<file path="src/rtl/cal_field_counter.sv">
// cal_field_counter: one calendar/clock field counting between MIN_VAL and a static or run-time upper limit.
//   i_clk        system clock, all state updates on the rising edge
//   i_clear      synchronous active-high reset (value=RESET_VAL, carry and error cleared)
//   i_load       parallel-load strobe, range-checked against the effective maximum
//   i_data       parallel-load value
//   i_enable     databus output enable
//   i_count_in   carry/borrow-in from the next-lower field, one pulse = one step
//   i_dir        0 = count up, 1 = count down
//   i_limit_max  run-time upper limit, only used when USE_DYN_MAX=1
//   o_value      registered current count
//   o_databus    o_value gated by i_enable, zero otherwise
//   o_carry_out  registered one-cycle wrap/borrow pulse to the next-higher field
//   o_at_limit   high when the next step in the current direction wraps
//   o_load_err   sticky flag: the last load was out of range
module cal_field_counter #(
    parameter int WIDTH       = 6,
    parameter int MIN_VAL     = 1,
    parameter int MAX_VAL     = 60,
    parameter int RESET_VAL   = 1,
    parameter bit USE_DYN_MAX = 0
) (
    input  logic             i_clk,
    input  logic             i_clear,
    input  logic             i_load,
    input  logic [WIDTH-1:0] i_data,
    input  logic             i_enable,
    input  logic             i_count_in,
    input  logic             i_dir,
    input  logic [WIDTH-1:0] i_limit_max,
    output logic [WIDTH-1:0] o_value,
    output logic [WIDTH-1:0] o_databus,
    output logic             o_carry_out,
    output logic             o_at_limit,
    output logic             o_load_err
);
    localparam logic [WIDTH-1:0] L_MIN = WIDTH'(MIN_VAL);
    localparam logic [WIDTH-1:0] L_MAX = WIDTH'(MAX_VAL);
    localparam logic [WIDTH-1:0] L_RST = WIDTH'(RESET_VAL);

    logic [WIDTH-1:0] r_value;
    logic             r_carry;
    logic             r_load_err;
    logic [WIDTH-1:0] w_eff_max;
    logic [WIDTH-1:0] w_next_value;
    logic             w_next_carry;
    logic             w_next_err;
    logic             w_at_max;
    logic             w_at_min;

    // The run-time limit is clipped so a bad limit can never push the count outside the static range.
    assign w_eff_max = !USE_DYN_MAX ? L_MAX :
                       (i_limit_max < L_MIN) ? L_MIN :
                       (i_limit_max > L_MAX) ? L_MAX : i_limit_max;
    assign w_at_max  = r_value >= w_eff_max;
    assign w_at_min  = r_value <= L_MIN;

    // Load beats a count step (the step is dropped); a value stranded above a lowered limit is pulled down when idle.
    always_comb begin
        w_next_value = r_value;
        w_next_carry = 1'b0;
        w_next_err   = r_load_err;
        if (i_load) begin
            if (i_data >= L_MIN && i_data <= w_eff_max) begin
                w_next_value = i_data;
                w_next_err   = 1'b0;
            end else begin
                w_next_err   = 1'b1;
            end
        end else if (i_count_in) begin
            w_next_carry = i_dir ? w_at_min : w_at_max;
            w_next_value = i_dir ? (w_at_min ? w_eff_max : r_value - 1'b1)
                                 : (w_at_max ? L_MIN : r_value + 1'b1);
        end else if (r_value > w_eff_max) begin
            w_next_value = w_eff_max;
        end
    end

    always_ff @(posedge i_clk) begin
        if (i_clear) begin
            r_value    <= L_RST;
            r_carry    <= 1'b0;
            r_load_err <= 1'b0;
        end else begin
            r_value    <= w_next_value;
            r_carry    <= w_next_carry;
            r_load_err <= w_next_err;
        end
    end

    assign o_value     = r_value;
    assign o_databus   = i_enable ? r_value : '0;
    assign o_carry_out = r_carry;
    assign o_at_limit  = i_dir ? w_at_min : w_at_max;
    assign o_load_err  = r_load_err;
endmodule

</file>
<file path="config.mk">
export PLATFORM = sky130hd
export DESIGN_NAME = cal_field_counter
export DESIGN_NICKNAME = d
export VERILOG_FILES = /design/src/rtl/cal_field_counter.sv
export SDC_FILE = /design/constraint.sdc
export NUM_CORES = 1
export LEC_CHECK = 0
export ABC_CLOCK_PERIOD_IN_PS = 1800
export CAP_MARGIN = 25
export CORE_MARGIN = 2
export CORE_UTILIZATION = 39
export CTS_CLUSTER_DIAMETER = 60
export CTS_CLUSTER_SIZE = 12
export DETAILED_ROUTE_END_ITERATION = 7
export PLACE_DENSITY = 0.76
export SLEW_MARGIN = 20
export SYNTH_ARGS = -nofsm -noshare
export SYNTH_HDL_FRONTEND = slang
export SYNTH_SLANG_ARGS = --single-unit
</file>
<file path="constraint.sdc">
create_clock -name i_clk -period 1.8 [get_ports i_clk]
set_clock_uncertainty 0.1 [all_clocks]
set_input_delay 0.18 -clock i_clk [delete_from_list [all_inputs] [get_ports i_clk]]
set_output_delay 0.18 -clock i_clk [all_outputs]
set_load 0.005 [all_outputs]
</file>
==> flow_summary.ini <==
[status]
outcome = completed

[worst_setup_path]
critPathKind = reg2reg
crit_fanout = 3
cp-start-kind = flip-flop
worstPathRequired_ps = 1850
r2r_setup_slack_ps = 2
worstPathArrival_ps = 1850
endpoint_kind = flip-flop

[placed_design]
post-dp-hpwl_um = 1800
portBuffers = 26
place_ws_ps = -101
gp_congestion = 0.841

[final_layout]
final_util_pct = 68.5
antennaDiodeCount = 0
final_nets = 173
fill_cells = 156
drive_above_1_share_pct = 34.2
syn_to_final_growth_pct = 62.9

[routing]
wl_met1_um = 932
first_pass_iters = 4
drt_wl_total_um = 2420
top_layer = met4
dr_wl_met2_um = 1230
wire_per_inst_um = 13.8
drc = 0
dr_total_vias = 991
ant_nets = 0
initialDrtViolationCount = 23
vias_per_cell = 5.63
wl_met3_um = 179

[cts]
numCtsBuffers = 3
ctsRootBufferMaster = clkbuf_4
clock_path_buffers = 2
clock_sinks = 8
clkLatencyLatePin_ps = 270
htreeDepth = 1
cts_tree = done
cts.clk_slew.worst_paths_ps = 60

[yosys]
netlist_instances = 102
synth_edf_count = 0
synth_area_leaders = dfxtp_1, o32ai_2, ha_1
ys_ff_latch = 8
yosysTopAreaCellShare_pct = 19.2
yosysMostFrequentCell = inv_1
syn_area_sq_um = 833
synth_fp_nets = 124
yosysWarnings = 0
yosysSeqAreaShare_pct = 19.2
yosysTopAreaCell = dfxtp_1
yosys-top-cells-count = inv_1, dfxtp_1, and2_1, nand4_1, nor2_1
ys.flop_type = dfxtp_1
async_flop_share_pct = 0
synth_cell_type_count = 42
syn_area_per_cell_sq_um = 8.17

[power]
power_density_nw_per_um2 = 507
finalPower_uw = 688
leakagePower_nw = 0.545
ir_worst_vdd_uv = 364

[floorplanning]
fp.dieH_um = 50.2
placementRows = 16
ios = 33
start_util_pct = 42.0
die_x_um = 50.2
core_sq_um = 1980
die_area_sq_um = 2520

[sta]
maxSlewViolCount = 0
period_minus_slack_ps = 1800
grt_setup_unrepaired = true
setup_ws_ps = 1.55
setup_viol = 0
clock.fmax_mhz = 556
worst_pin_slew_ps = 438
hold_violations = 0
min_period_over_period_pct = 99.9
relSlewSlack_pct = 70.7
whs_ps = 403

[global_route]
grt_util_all_layers_pct = 21.4
grt_pass1_wl_um = 3950
grt_max_degree = 13
grt_antenna_before_repair = 0
overflow = 0
grt_pass1_vias = 914

[hold_path]
min_path_type = reg2reg

[run]
cap_violations = 0
-- worst paths after layout --
kind	from	end	cells after the start
max reg2reg	o_value[0]	o_value[4]	6
max	o_value[0]	o_value[4]	6
min reg2reg	o_load_err	o_load_err	2
min	o_load_err	o_load_err	2
-- cell usage in the layout, fill, tap and decap left out, drive strengths merged, types with 2 or more instances in the layout --
master | synthesis | layout
clkdlybuf4s50 | 0 | 25
nand3 | 5 | 5
a211oi | 2 | 2
a31oi | 4 | 4
xnor2 | 2 | 2
dfxtp | 8 | 8
o32ai | 4 | 4
nor3 | 2 | 2
nand4 | 6 | 6
and2 | 6 | 6
a2bb2oi | 2 | 2
o211ai | 2 | 2
buf | 5 | 25
o21ai | 2 | 2
clkbuf | 2 | 4
ha | 4 | 4
mux2i | 2 | 2
nand2b | 3 | 3
inv | 13 | 13
nor2 | 5 | 5
a21oi | 4 | 4
-- flip-flops by register name (all words and copies together), names as in the netlist --
register and cells:
o_load_err 1, o_carry_out 1, o_value 6
-- final cells by class --
type	count	area (sq um)	area share (%)
timing repair buffer	51	443	32.6
sequential	8	168	12.4
clock buffer	3	22.5	1.66
inverter	13	53.8	3.96
multi-input combinational	74	637	46.9
tap	27	33.8	2.49
-- logic make-up after synthesis --
kind of cell    Yosys count  share of synthesized area (%)
compound gates           27                           28.4
xor+xnor                  2                           2.10
fa+ha+maj                 4                           6.01
buf+inv                  20                           12.0
flops                     8                           19.2
mux                       2                           2.40
simple gates             39                           29.9
-- critical path: stages, from the launching register on --
cell	delay, ps
dfxtp_4	360
inv_4	60
ha_4	130
or3b_1	370
or3_4	350
a31oi_4	200
o32ai_2	100
-- what timing repair did --
action,4_1_cts,5_1_grt
setup endpoints to repair,6,9
pin swaps,3,2
setup buffers,2,0
resized for setup,7,13
hold buffers,0,0
-- layer usage --
| metal | vias to the layer above | track usage (%) |
|---|---|---|
| li1 | 485 | - |
| met5 | - | 0 |
| met2 | 53 | 37.1 |
| met1 | 446 | 21.5 |
| met4 | 0 | 17.6 |
| met3 | 7 | 5.06 |
-- per-stage QoR --
step                      setup TNS (ps)  std cells  area (sq um)
final                                  0        176          1360
after global routing               -25.1        176          1360
after CTS                          -3.79        176          1310
after detailed placement            -525        171          1260
after global placement              -418        171          1260
after floorplan                        0        102           842
-- power by group --
part | switching [mW] | total (mW) | internal [mW]
sequential | 0.0293 | 0.222 | 0.193
combinational | 0.135 | 0.311 | 0.175
clock | 0.0774 | 0.155 | 0.0774
total | 0.242 | 0.688 | 0.446
Power figures use the tool's default switching activity.
